`config.mk`:
```
export PLATFORM = sky130hd
export DESIGN_NAME = hazard_fwd_scoreboard_flat
export DESIGN_NICKNAME = d
export VERILOG_FILES = /design/src/rtl/hazard_fwd_scoreboard_pkg.sv /design/src/rtl/hazard_fwd_scoreboard_if.sv /design/src/rtl/hazard_fwd_scoreboard_ml_scoreboard.sv /design/src/rtl/hazard_fwd_scoreboard.sv /design/src/flat_wrapper.sv
export SDC_FILE = /design/constraint.sdc
export NUM_CORES = 1
export LEC_CHECK = 0
export CAP_MARGIN = 20
export CORE_MARGIN = 8
export CORE_UTILIZATION = 35
export DETAILED_ROUTE_END_ITERATION = 10
export GPL_ROUTABILITY_DRIVEN = 0
export PLACE_DENSITY = 0.52
export SYNTH_ARGS = -nofsm -noshare
export SYNTH_HDL_FRONTEND = slang
export SYNTH_SLANG_ARGS = --single-unit
```
`constraint.sdc`:
```
create_clock -name clk -period 9.7 [get_ports clk]
set_clock_uncertainty 0.05 [all_clocks]
set_input_delay 1.94 -clock clk [delete_from_list [all_inputs] [get_ports clk]]
set_output_delay 1.94 -clock clk [all_outputs]
set_load 0.01 [all_outputs]
```
`src/rtl/hazard_fwd_scoreboard_pkg.sv`:
```
// Shared widths, forward-select encodings and latency clamping for the EX hazard/forwarding block.
package hazard_fwd_scoreboard_pkg;

  localparam int FWD_RF = 0;

  function automatic int reg_w(input int num_regs);
    return $clog2(num_regs);
  endfunction

  function automatic int cnt_w(input int max_lat);
    return $clog2(max_lat + 1);
  endfunction

  function automatic int sel_w(input int num_stg);
    return $clog2(num_stg + 2);
  endfunction

  // Long-op result bus sits just past the last pipeline stage code.
  function automatic int fwd_ml(input int num_stg);
    return num_stg + 1;
  endfunction

  // A zero-latency issue still needs one cycle before its result appears on the bus.
  function automatic int clamp_lat(input int lat, input int max_lat);
    if (lat == 0) return 1;
    if (lat > max_lat) return max_lat;
    return lat;
  endfunction

endpackage

```
`src/rtl/hazard_fwd_scoreboard_if.sv`:
```
// EX-side hazard bus: source operands, stage writeback info, long-op issue handshake, select/stall results.
interface hazard_fwd_scoreboard_if #(
  parameter int NUM_SRC  = 2,
  parameter int NUM_STG  = 2,
  parameter int NUM_REGS = 32,
  parameter int MAX_LAT  = 8
);
  import hazard_fwd_scoreboard_pkg::*;

  localparam int REG_W = reg_w(NUM_REGS);
  localparam int CNT_W = cnt_w(MAX_LAT);
  localparam int SELW  = sel_w(NUM_STG);

  logic [NUM_SRC*REG_W-1:0] ex_src_idx;
  logic [NUM_SRC-1:0]       ex_src_used;
  logic [NUM_STG-1:0]       stg_regwrite;
  logic [NUM_STG*REG_W-1:0] stg_rd_idx;
  logic [NUM_STG-1:0]       stg_data_vld;
  logic                     ml_issue_valid;
  logic [REG_W-1:0]         ml_issue_rd;
  logic [CNT_W-1:0]         ml_issue_lat;
  logic                     ml_issue_ready;
  logic [NUM_SRC*SELW-1:0]  fwd_sel;
  logic                     stall;

  modport master (
    output ex_src_idx, ex_src_used, stg_regwrite, stg_rd_idx, stg_data_vld,
    output ml_issue_valid, ml_issue_rd, ml_issue_lat,
    input  ml_issue_ready, fwd_sel, stall
  );

  modport slave (
    input  ex_src_idx, ex_src_used, stg_regwrite, stg_rd_idx, stg_data_vld,
    input  ml_issue_valid, ml_issue_rd, ml_issue_lat,
    output ml_issue_ready, fwd_sel, stall
  );

endinterface

```
`src/rtl/hazard_fwd_scoreboard_ml_scoreboard.sv`:
```
// Per-register countdown for in-flight long-latency ops; a count of 1 means the result is on the bus.
module ml_scoreboard
  import hazard_fwd_scoreboard_pkg::*;
#(
  parameter int NUM_SRC  = 2,
  parameter int NUM_REGS = 32,
  parameter int MAX_LAT  = 8,
  localparam int REG_W   = reg_w(NUM_REGS),
  localparam int CNT_W   = cnt_w(MAX_LAT)
) (
  input  logic                     clk,
  input  logic                     rst_n,
  input  logic                     flush,
  input  logic                     issue_we,
  input  logic [REG_W-1:0]         issue_rd,
  input  logic [CNT_W-1:0]         issue_lat,
  input  logic [NUM_SRC*REG_W-1:0] src_idx,
  output logic [NUM_SRC*CNT_W-1:0] src_cnt,
  output logic [CNT_W-1:0]         rd_cnt
);

  logic [CNT_W-1:0] cnt [NUM_REGS];

  // A new issue overwrites the decrement of an entry that is just finishing.
  always_ff @(posedge clk or negedge rst_n) begin
    if (!rst_n) begin
      for (int r = 0; r < NUM_REGS; r++) cnt[r] <= '0;
    end else begin
      for (int r = 0; r < NUM_REGS; r++) begin
        if (flush || r == 0)
          cnt[r] <= '0;
        else if (issue_we && issue_rd == REG_W'(r))
          cnt[r] <= issue_lat;
        else if (cnt[r] != '0)
          cnt[r] <= cnt[r] - 1'b1;
      end
    end
  end

  always_comb begin
    src_cnt = '0;
    for (int s = 0; s < NUM_SRC; s++)
      src_cnt[s*CNT_W +: CNT_W] = cnt[src_idx[s*REG_W +: REG_W]];
  end

  assign rd_cnt = cnt[issue_rd];

endmodule

```
`src/rtl/hazard_fwd_scoreboard.sv`:
```
// EX forwarding select and stall generation from N writeback stages plus a long-op scoreboard.
module hazard_fwd_scoreboard
  import hazard_fwd_scoreboard_pkg::*;
#(
  parameter int NUM_SRC  = 2,
  parameter int NUM_STG  = 2,
  parameter int NUM_REGS = 32,
  parameter int MAX_LAT  = 8,
  parameter int PERF_W   = 32
) (
  input  logic                 clk,
  input  logic                 rst_n,
  hazard_fwd_scoreboard_if.slave hz,
  input  logic                 flush,
  input  logic                 perf_clr,
  output logic [PERF_W-1:0]    perf_stall_cnt
);

  localparam int REG_W  = reg_w(NUM_REGS);
  localparam int CNT_W  = cnt_w(MAX_LAT);
  localparam int SELW   = sel_w(NUM_STG);
  localparam int FWD_ML = fwd_ml(NUM_STG);

  logic [NUM_SRC*CNT_W-1:0] src_cnt;
  logic [CNT_W-1:0]         rd_cnt;
  logic [CNT_W-1:0]         issue_lat_c;
  logic [NUM_SRC-1:0]       stall_src;
  logic [NUM_SRC*SELW-1:0]  fwd_sel_w;
  logic                     stall_w;
  logic                     issue_ok;
  logic                     issue_we;

  assign issue_lat_c = CNT_W'(clamp_lat(int'(hz.ml_issue_lat), MAX_LAT));

  ml_scoreboard #(
    .NUM_SRC  (NUM_SRC),
    .NUM_REGS (NUM_REGS),
    .MAX_LAT  (MAX_LAT)
  ) u_ml_scoreboard (
    .clk       (clk),
    .rst_n     (rst_n),
    .flush     (flush),
    .issue_we  (issue_we),
    .issue_rd  (hz.ml_issue_rd),
    .issue_lat (issue_lat_c),
    .src_idx   (hz.ex_src_idx),
    .src_cnt   (src_cnt),
    .rd_cnt    (rd_cnt)
  );

  for (genvar s = 0; s < NUM_SRC; s++) begin : g_src
    logic [REG_W-1:0] idx;
    logic [CNT_W-1:0] c;
    logic [SELW-1:0]  sel;
    logic             st;

    assign idx = hz.ex_src_idx[s*REG_W +: REG_W];
    assign c   = src_cnt[s*CNT_W +: CNT_W];

    // Scan oldest to youngest so the nearest matching stage overrides the scoreboard.
    always_comb begin
      sel = SELW'(FWD_RF);
      st  = 1'b0;
      if (hz.ex_src_used[s] && idx != '0) begin
        if (c > CNT_W'(1))
          st = 1'b1;
        else if (c == CNT_W'(1))
          sel = SELW'(FWD_ML);
        for (int k = NUM_STG - 1; k >= 0; k--) begin
          if (hz.stg_regwrite[k] && hz.stg_rd_idx[k*REG_W +: REG_W] == idx) begin
            sel = SELW'(k + 1);
            st  = !hz.stg_data_vld[k];
          end
        end
      end
    end

    assign fwd_sel_w[s*SELW +: SELW] = sel;
    assign stall_src[s]              = st;
  end

  assign stall_w           = |stall_src;
  assign hz.stall          = stall_w;
  assign hz.fwd_sel        = fwd_sel_w;
  assign issue_ok          = !stall_w && !flush && (rd_cnt <= CNT_W'(1));
  assign hz.ml_issue_ready = issue_ok;
  assign issue_we          = hz.ml_issue_valid && issue_ok;

  always_ff @(posedge clk or negedge rst_n) begin
    if (!rst_n)
      perf_stall_cnt <= '0;
    else if (perf_clr)
      perf_stall_cnt <= '0;
    else if (stall_w && perf_stall_cnt != '1)
      perf_stall_cnt <= perf_stall_cnt + 1'b1;
  end

endmodule

```
`src/flat_wrapper.sv`:
```
// flat-port wrapper written by rule: the top's interface ports become plain ports
module hazard_fwd_scoreboard_flat import hazard_fwd_scoreboard_pkg::*;
#(
  parameter int NUM_SRC  = 2,
  parameter int NUM_STG  = 2,
  parameter int NUM_REGS = 32,
  parameter int MAX_LAT  = 8,
  parameter int PERF_W   = 32
)
  (clk, rst_n, flush, perf_clr, perf_stall_cnt, hz_ex_src_idx, hz_ex_src_used, hz_stg_regwrite, hz_stg_rd_idx, hz_stg_data_vld, hz_ml_issue_valid, hz_ml_issue_rd, hz_ml_issue_lat, hz_ml_issue_ready, hz_fwd_sel, hz_stall);
  hazard_fwd_scoreboard_if #(.NUM_SRC(NUM_SRC), .NUM_STG(NUM_STG), .NUM_REGS(NUM_REGS), .MAX_LAT(MAX_LAT)) hz_i ();
  input  logic clk;
  input  logic rst_n;
  input  logic flush;
  input  logic perf_clr;
  output logic [PERF_W-1:0] perf_stall_cnt;
  input wire logic [$bits(hz_i.ex_src_idx)-1:0] hz_ex_src_idx;
  input wire logic [$bits(hz_i.ex_src_used)-1:0] hz_ex_src_used;
  input wire logic [$bits(hz_i.stg_regwrite)-1:0] hz_stg_regwrite;
  input wire logic [$bits(hz_i.stg_rd_idx)-1:0] hz_stg_rd_idx;
  input wire logic [$bits(hz_i.stg_data_vld)-1:0] hz_stg_data_vld;
  input wire logic [$bits(hz_i.ml_issue_valid)-1:0] hz_ml_issue_valid;
  input wire logic [$bits(hz_i.ml_issue_rd)-1:0] hz_ml_issue_rd;
  input wire logic [$bits(hz_i.ml_issue_lat)-1:0] hz_ml_issue_lat;
  output wire logic [$bits(hz_i.ml_issue_ready)-1:0] hz_ml_issue_ready;
  output wire logic [$bits(hz_i.fwd_sel)-1:0] hz_fwd_sel;
  output wire logic [$bits(hz_i.stall)-1:0] hz_stall;
  assign hz_i.ex_src_idx = hz_ex_src_idx;
  assign hz_i.ex_src_used = hz_ex_src_used;
  assign hz_i.stg_regwrite = hz_stg_regwrite;
  assign hz_i.stg_rd_idx = hz_stg_rd_idx;
  assign hz_i.stg_data_vld = hz_stg_data_vld;
  assign hz_i.ml_issue_valid = hz_ml_issue_valid;
  assign hz_i.ml_issue_rd = hz_ml_issue_rd;
  assign hz_i.ml_issue_lat = hz_ml_issue_lat;
  assign hz_ml_issue_ready = hz_i.ml_issue_ready;
  assign hz_fwd_sel = hz_i.fwd_sel;
  assign hz_stall = hz_i.stall;
  hazard_fwd_scoreboard #(.NUM_SRC(NUM_SRC), .NUM_STG(NUM_STG), .NUM_REGS(NUM_REGS), .MAX_LAT(MAX_LAT), .PERF_W(PERF_W)) u_core (.clk(clk), .rst_n(rst_n), .hz(hz_i), .flush(flush), .perf_clr(perf_clr), .perf_stall_cnt(perf_stall_cnt));
endmodule
```
After elaboration in Yosys (flattened, before gate mapping)
Index checks and enable logic that the tools add are counted.
{ "totals": {"ff_bits": 156, "latch_bits": 0, "ram_bits": 0, "mem_bits_ro": 0, "in_bits": 40, "out_inout_bits": 38, "n_memories": 0} }
{ "classes": {"n_addsub": 32, "n_mul": 0, "n_div": 0, "order_cmp": 7, "eq_ne": 38, "shifts": 0, "n_mux": 129, "n_bitwise": 3, "n_reduce_logical": 112} }
{ "op_table": {"columns": ["cell", "n"], "rows": [
  ["two-way mux 4 bit", 102],
  ["nonzero test 4 bit", 31],
  ["subtractor 4 x 1 -> 4 bit (second input constant)", 31],
  ["nonzero test 3 bit", 31],
  ["== test 5 bit (second input constant)", 16],
  ["two-way mux 32 bit", 2],
  ["binary-select mux 4 bit (select 5 bit)", 3],
  ["logical AND 1 bit", 41],
  ["== test 5 x 4 -> 1 bit (second input constant)", 8],
  ["adder 32 x 1 -> 32 bit (second input constant)", 1],
  ["!= test 32 bit (second input constant)", 1],
  ["== test 5 x 3 -> 1 bit (second input constant)", 4],
  ["== test 5 bit", 4],
  ["two-way mux 2 bit", 10],
  ["greater-or-equal comparator 6 bit (second input constant)", 3],
  ["inverter 5 -> 6 bit", 3],
  ["two-way mux 1 bit", 12],
  ["== test 5 x 2 -> 1 bit (second input constant)", 2],
  ["nonzero test 5 bit", 2],
  ["== test 4 x 1 -> 1 bit (second input constant)", 2],
  ["> comparator 4 x 1 -> 1 bit (second input constant)", 2],
  ["== test 5 x 1 -> 1 bit (second input constant)", 1],
  ["> comparator 4 bit (second input constant)", 1],
  ["<= comparator 4 x 1 -> 1 bit (second input constant)", 1],
  ["other kinds (4)", 7]
]} }

Longest topological paths before layout
Gate-level depths: netlist (run 1).
{ "depth": {"depth_word": 17, "mapped_depth": 14} }

Modules after synthesis
A second synthesis (run 1) with hierarchy kept.
{ "unflattened": {"cells_unflattened": 1284, "area_unflattened_um2": 12682.2} }
{ "by_module_without_submodules": {"columns": ["mod", "n_inst", "cells_each", "area_per_inst_um2"], "rows": [
  ["ml_scoreboard", 1, 1019, 10452.5],
  ["hazard_fwd_scoreboard", 1, 265, 2229.6]
]} }

Worst setup path before layout (run 1)
OpenSTA, ideal clock, no wires.
{ "synth_path": {"path_kind": "input to output", "startpoint": "in hz_ex_src_idx[7]", "endpoint": "out hz_ml_issue_ready", "arrival_ns": 4.009, "t_required_ns": 7.710, "setup_slack_ns": 3.701, "cell_stages": 12, "path_buffers": 5, "path_cell_list": "buf_2 buf_2 mux4_2 nand2_1 nand4_1 o22a_1 nor3_1 o21ba_4 buf_6 buf_4 buf_2 and2_1"} }
{ "synth_between": {"elab_chain_len": 13, "elab_cells_between_ends": 19, "classes_between": "1 x order compare; 2 x eq/ne; 7 x mux; 1 x bitwise; 8 x reduce/logical"} }
{ "synth_lines": {"columns": ["item", "line", "rtl"], "rows": [
  ["from (decl)", "flat_wrapper.sv:17", "input wire logic [$bits(hz_i.ex_src_idx)-1:0] hz_ex_src_idx;"],
  ["inverter 5 -> 6 bit (not written as such)", "hazard_fwd_scoreboard_ml_scoreboard.sv:43", "src_cnt[s*CNT_W +: CNT_W] = cnt[src_idx[s*REG_W +: REG_W]];"],
  ["binary-select mux 4 bit (select 5 bit)", "hazard_fwd_scoreboard_ml_scoreboard.sv:43", null],
  ["two-way mux 4 bit (not written as such) (2 in a row)", "hazard_fwd_scoreboard_ml_scoreboard.sv:43", null],
  ["> comparator 4 x 1 -> 1 bit", "hazard_fwd_scoreboard.sv:65", "if (c > CNT_W'(1))"],
  ["two-way mux 1 bit", "hazard_fwd_scoreboard.sv:65", null],
  ["two-way mux 1 bit (2 in a row)", "hazard_fwd_scoreboard.sv:70", "if (hz.stg_regwrite[k] && hz.stg_rd_idx[k*REG_W +: REG_W] == idx) begin"],
  ["two-way mux 1 bit *", "hazard_fwd_scoreboard.sv:64", "if (hz.ex_src_used[s] && idx != '0) begin"],
  ["OR reduction 2 bit *", "hazard_fwd_scoreboard.sv:82", "assign stall_w = |stall_src;"],
  ["zero test 1 bit *", "hazard_fwd_scoreboard.sv:85", "assign issue_ok = !stall_w && !flush && (rd_cnt <= CNT_W'(1));"],
  ["logical AND 1 bit * (2 in a row)", "hazard_fwd_scoreboard.sv:85", null],
  ["to (decl)", "flat_wrapper.sv:25", "output wire logic [$bits(hz_i.ml_issue_ready)-1:0] hz_ml_issue_ready;"]
]} }
Every way passes the cells marked *; elsewhere a longest branch is shown, timed or not. The select of a mux whose other input is x is not followed.

Final worst setup path (run 1)
{ "layout_path": {"startpoint": "in hz_ex_src_idx[0]", "endpoint": "out hz_ml_issue_ready"} }
The elaborated chain is that of the path after synthesis.

==> results.ini, run 1 <==
[status]
outcome = finished, final reports clean

[synth]
syn_avg_cell_area_um2 = 9.42
synthArstFlopShare = 1.00
syn-num-nets = 1403
netlist_area_mm2 = 0.0125
synth_cell_types = 67
ys_warn_count = 0
synthCells = 1331
synth_seq_cells = 156
synthFlopType = dfrtp_1
yosysSeqAreaShare = 0.311
synth_edf_count = 0

[clock_tree]
cts_buffer_depth = 2
cts_hold_buffers = 0
cts.sinks = 156
clock_latency_ns = 0.45
cts_buffers = 17
clkTransAtPathRegs_ns = 0.07
cts_resized = 0
htreeDepth = 4
postCtsSetupBuffers = 0
root_buffer = clkbuf_16
cts_tree = done

[global_routing]
grt_pass1_vias = 10400
grt_pass1_wl_um = 63000
antenna_found_initial = 1
grt_max_degree = 55
gr-total-overflow = 0
track_usage = 0.193

[layout]
drive_gt1_frac = 0.139
n_fill_cell = 3542
finalNonFillerCells = 1844
nets = 1441
area_growth_pct = 13.7

[sta]
hold_viol = 0
max_clock_freq_mhz = 128
tightestPinTransition_ns = 1.10
slew_violations = 0
post-route-min-period_ns = 7.80
final-setup-viol-count = 0
maxSlewHeadroom = 0.263
final.setup.tns_ns = 0
worst_slack_ns = 1.90
rsz0062_at_grt = no
period_share = 0.804

[route]
vias = 10500
wirelength_um = 40500
firstDrtPassIters = 5
drc = 0
vias_per_cell = 5.72
antenna_left = 0
drt_iter0_drc = 824
wl_per_cell_um = 22.0

[critical_path]
crit_end = hz_ml_issue_ready
critPathSlowestCell = clkdlybuf4s50_1
critPathMaxStageDelay_ns = 0.94
r2r_slack_ns = 4.99
cp-start-kind = input port
critical_path_required_ns = 7.71
r2r_start = u_core.u_ml_scoreboard.cnt[11]
rr_worst_depth = 10
crit_start = hz_ex_src_idx[0]
worstPathMaxFanout = 41
worstSetupPathType = input port to primary output
cp-end-kind = primary output
crit_top_cell = clkdlybuf4s50_1
r2r-end = u_core.u_ml_scoreboard.cnt[98]
cp.arrival_ns = 5.81
worstPathCellList = clkdlybuf4s50_1 -> buf_4 -> mux4_2 -> mux2i_1 -> o32ai_1 -> nor4_2 -> o31ai_1 -> o21ba_4 -> and2_1 -> clkdlybuf4s50_1

[floorplanning]
die_h_um = 205
rows = 69
io_pins = 78
start_util = 0.354
core_mm2 = 0.0354
chipWidth_um = 205
dieArea_mm2 = 0.0421

[placed_design]
dp_hpwl_um = 28300
dpl.cell_count = 1811
dp_slack_ns = 1.94
numPortBuffers = 77

[job]
drv_cap = 0

[min_path]
hp-class = flop to flop
min_delay_path_depth = 2

[power]
leakagePower_nw = 6.04
p_per_area_mw_per_mm2 = 259
irDropWorstVdd_uv = 129

-- logic make-up (layout without fill, tap and decap cells) --
| family | after synthesis | in the layout | synth area share |
|---|---|---|---|
| buffers and inverters | 152 | 203 | 0.0584 |
| muxes | 178 | 178 | 0.193 |
| and+or+nand+nor | 559 | 559 | 0.259 |
| xor gates and xnor gates | 51 | 51 | 0.0356 |
| adders and majority gates | 32 | 32 | 0.0319 |
| other | 0 | 1 | 0 |
| DFF | 156 | 156 | 0.311 |
| AOI/OAI and AO/OA | 203 | 203 | 0.111 |
-- where the power goes --
part / internal [mW] / total [mW] / switching (mW) / leakage (nW)
sequential: 0.843 / 1.15 / 0.305 / 2.09
clock: 0.448 / 0.752 / 0.304 / 0.311
combinational: 0.830 / 1.79 / 0.958 / 3.64
total: 2.12 / 3.69 / 1.57 / 6.04
-- worst min-delay path by stage --
stage | startpoint | to | slack, ns
global placement | u_core.perf_stall_cnt[19] | u_core.perf_stall_cnt[19] | 0.52
floorplan | u_core.u_ml_scoreboard.cnt[38] | u_core.u_ml_scoreboard.cnt[38] | 0.53
global route | u_core.perf_stall_cnt[19] | u_core.perf_stall_cnt[19] | 0.55
detailed placement | u_core.perf_stall_cnt[19] | u_core.perf_stall_cnt[19] | 0.53
CTS | u_core.perf_stall_cnt[19] | u_core.perf_stall_cnt[19] | 0.54
finish | u_core.perf_stall_cnt[19] | u_core.perf_stall_cnt[19] | 0.54
-- area by class of cell --
cell class	count	area (um2)	share of cell area
clock inverters	12	185	0.0130
multi-input cells	1023	7930	0.556
diodes	1	2.50	0.000176
repair buffers	100	935	0.0656
clock buffers	20	457	0.0320
flip-flops and latches	156	3900	0.274
well taps	461	577	0.0405
inverters	71	267	0.0187
-- critical path, delay by kind of cell --
| family | cells | cell delay [ns] |
|---|---|---|
| AOI/OAI and AO/OA | 3 | 0.81 |
| muxes | 2 | 0.67 |
| and+or+nand+nor | 2 | 0.54 |
| buffers and inverters | 3 | 1.79 |
-- state kept, by name, indices dropped and copies added (netlist names) --
| register | cells |
|---|---|
| u_core.u_ml_scoreboard.cnt | 124 |
| u_core.perf_stall_cnt | 32 |
-- cells in the mapped netlist (all sizes together) (24+ instances only) --
cell | count | area [um2]
nor2 | 174 | 656
mux2 | 92 | 1040
xnor2 | 35 | 307
mux4 | 42 | 946
dfrtp | 156 | 3900
nand4 | 38 | 598
nand3 | 24 | 145
nand2b | 33 | 206
ha | 32 | 400
o21ai | 35 | 175
a211o | 32 | 280
nand2 | 87 | 327
mux2i | 44 | 440
clkbuf | 42 | 158
nor3 | 63 | 315
a21oi | 65 | 325
or3 | 44 | 275
inv | 71 | 267
buf | 39 | 308
-- cell usage in the layout, fill, tap and decap left out, drive strengths merged, types with 7 or more instances in the layout --
| cell type | instances |
|---|---|
| nand3b | 17 |
| a211o | 32 |
| a311oi | 7 |
| buf | 26 |
| xor2 | 16 |
| mux2i | 44 |
| clkbuf | 20 |
| nand2b | 33 |
| nor2b | 23 |
| a21oi | 65 |
| inv | 73 |
| nand4 | 38 |
| nor2 | 174 |
| o21ai | 35 |
| ha | 32 |
| dfrtp | 156 |
| nor3 | 63 |
| mux2 | 92 |
| and2 | 7 |
| clkdlybuf4s50 | 74 |
| mux4 | 42 |
| xnor2 | 35 |
| nor4 | 21 |
| nand2 | 87 |
| nand3 | 24 |
| a21o | 9 |
| a41o | 16 |
| or3 | 44 |
-- routing by layer --
layer,vias up,part of all wire,GRT usage
li1,4931,-,-
met2,356,0.46,0.311
met3,51,0.068,0.0427
met4,0,0.024,0.0618
met1,5207,0.44,0.254
met5,-,0,0
-- metrics by stage --
stage	hold WS (ns)	utilization	total power, mW	instance area, um2
2_1_floorplan	0.533	-	2.46	12500
3_5_place_dp	0.526	0.385	2.93	13600
5_1_grt	0.549	0.403	3.96	14300
4_1_cts	0.539	0.403	3.69	14300
3_3_place_gp	0.517	0.384	2.90	13600
6_report	0.538	0.403	3.69	14300
(Power assumes the default switching activity.)
==> run 2, diff against run 1 <==
- PLACE_DENSITY: 0.52 -> 0.54
- clock period: 9.7 -> 6.35 ns (I/O delays scaled with it)
==> run 2 against run 1 <==
  * Wire length shrank 2.0%
  * Hold slack is essentially flat
  * Highest routed layer unchanged
  * Critical endpoint unchanged
  * Global-route usage shrank 0.14 points
==> results.ini, run 2 (same netlist as run 1, synthesis figures left out) <==
[status]
outcome = finished, final reports clean

[clock_tree]
htreeDepth = 4  ; unchanged
cts_hold_buffers = 0  ; unchanged
cts_tree = done
cts.sinks = 156  ; unchanged
clock_latency_ns = 0.45  ; about the same
root_buffer = clkbuf_16
cts_buffers = 17  ; unchanged
cts_resized = 0  ; unchanged
cts_buffer_depth = 2  ; unchanged
postCtsSetupBuffers = 0  ; unchanged
clkTransAtPathRegs_ns = 0.07  ; about the same

[sta]
max_clock_freq_mhz = 175
maxSlewHeadroom = 0.224  ; -0.0397
hold_viol = 0  ; unchanged
final.setup.tns_ns = 0  ; unchanged
worst_slack_ns = 0.633  ; -1.27 ns
period_share = 0.900
slew_violations = 0  ; unchanged
whs_ns = 0.538  ; -0.000459 ns
rsz0062_at_grt = no
final-setup-viol-count = 0  ; unchanged
post-route-min-period_ns = 5.72
tightestPinTransition_ns = 1.16  ; +0.0591 ns

[critical_path]
cp-start-kind = input port
cp.arrival_ns = 4.40  ; -1.41 ns
worstSetupPathType = input port to primary output
r2r_start = u_core.u_ml_scoreboard.cnt[51]
r2r-end = u_core.u_ml_scoreboard.cnt[66]
crit_start = hz_ex_src_idx[0]
critical_path_required_ns = 5.03  ; -2.68 ns
rr_worst_depth = 10  ; unchanged
r2r_slack_ns = 2.51  ; -2.48 ns
crit_end = hz_ml_issue_ready
worstPathMaxFanout = 20  ; -51%
cp-end-kind = primary output

[power]
leakagePower_nw = 6.10  ; +1.1%
irDropWorstVdd_uv = 243  ; +87%
p_per_area_mw_per_mm2 = 393  ; +52%

[floorplanning]
dieArea_mm2 = 0.0421  ; unchanged
io_pins = 78  ; unchanged
start_util = 0.354  ; unchanged
die_h_um = 205  ; unchanged
core_mm2 = 0.0354  ; unchanged
rows = 69  ; unchanged
chipWidth_um = 205  ; unchanged

[layout]
nets = 1454  ; +0.90%
largestRegisters = u_core.u_ml_scoreboard.cnt x124, u_core.perf_stall_cnt x32
finalNonFillerCells = 1855  ; +0.60%
mostFrequentLayoutCell = nor2_1
regMostFlops = u_core.u_ml_scoreboard.cnt
mostFrequentLayoutCells = 172 x nor2_1, 156 x dfrtp_1, 87 x nand2_1
drive_gt1_frac = 0.147  ; +0.00813
largest_reg_flops = 124  ; unchanged
final_core_util = 0.406  ; +0.00293
diodes = 0  ; -1
area_growth_pct = 14.5

[global_routing]
grt_max_degree = 79  ; +44%
gr-total-overflow = 0  ; unchanged
grt_pass1_vias = 10500  ; +1.1%
antenna_found_initial = 0  ; -1
grt_pass1_wl_um = 63000  ; +0.13%
track_usage = 0.192  ; -0.00143

[min_path]
hp-class = flop to flop

[route]
drc = 0  ; unchanged
wirelength_um = 39700  ; -2.0%
wl_per_cell_um = 21.4  ; -2.6%
vias_per_cell = 5.78  ; +1.1%
firstDrtPassIters = 7  ; +2
antenna_left = 0  ; unchanged
vias = 10700  ; +1.7%
drt_iter0_drc = 888  ; +7.8%

[job]
drv_cap = 0  ; unchanged

[placed_design]
dp_slack_ns = 0.663  ; -1.28 ns
dp_hpwl_um = 28600  ; +0.82%
numPortBuffers = 77  ; unchanged
dpl.cell_count = 1824  ; +0.72%

-- run 2: where the power goes --
part | internal [mW] | switching (mW)
Sequential | 1.29 | 0.468
Clock | 0.681 | 0.457
Combinational | 1.28 | 1.47
-- run 2: worst min path at each step --
stage / start / to / slack [ns] / depth (start not counted)
finish: u_core.perf_stall_cnt[30] / u_core.perf_stall_cnt[30] / 0.54 / 2
global route: u_core.perf_stall_cnt[30] / u_core.perf_stall_cnt[30] / 0.58 / 2
CTS: u_core.perf_stall_cnt[30] / u_core.perf_stall_cnt[30] / 0.54 / 2
detailed placement: u_core.perf_stall_cnt[25] / u_core.perf_stall_cnt[25] / 0.53 / 2
global placement: u_core.perf_stall_cnt[30] / u_core.perf_stall_cnt[30] / 0.52 / 2
floorplan: u_core.u_ml_scoreboard.cnt[38] / u_core.u_ml_scoreboard.cnt[38] / 0.53 / 3
-- run 2: through the flow --
stage                     power [mW]  cell area (um2)
final                           5.64            14400
after global routing            6.07            14400
after CTS                       5.65            14400
after detailed placement        4.49            13700
after global placement          4.44            13700
after floorplan                 3.77            12500
-- run 2: worst max-delay path: stages --
cell and delay (ns):
clkdlybuf4s50_1 0.46, buf_4 0.32, mux4_2 0.57, mux2i_1 0.17
o32ai_1 0.13, nor4_2 0.33, o31ai_1 0.12, o21ba_4 0.30
and2_1 0.15, clkdlybuf4s50_1 0.57
-- run 2: metal layers --
metal  global-route usage  routed length, um
met2                0.304              18000
met5                    0                  0
met4               0.0648               1230
met1                0.254              17600
met3               0.0438               2880
-- run 2: layout make-up --
class                           instances  area [um2]
Multi-Input combinational cell       1023        7930
Clock inverter                         12         185
Tap cell                              461         577
Inverter                               71         267
Timing Repair Buffer                  113        1040
Sequential cell                       156        3900
Fill cell                            3511       21000
Clock buffer                           19         453
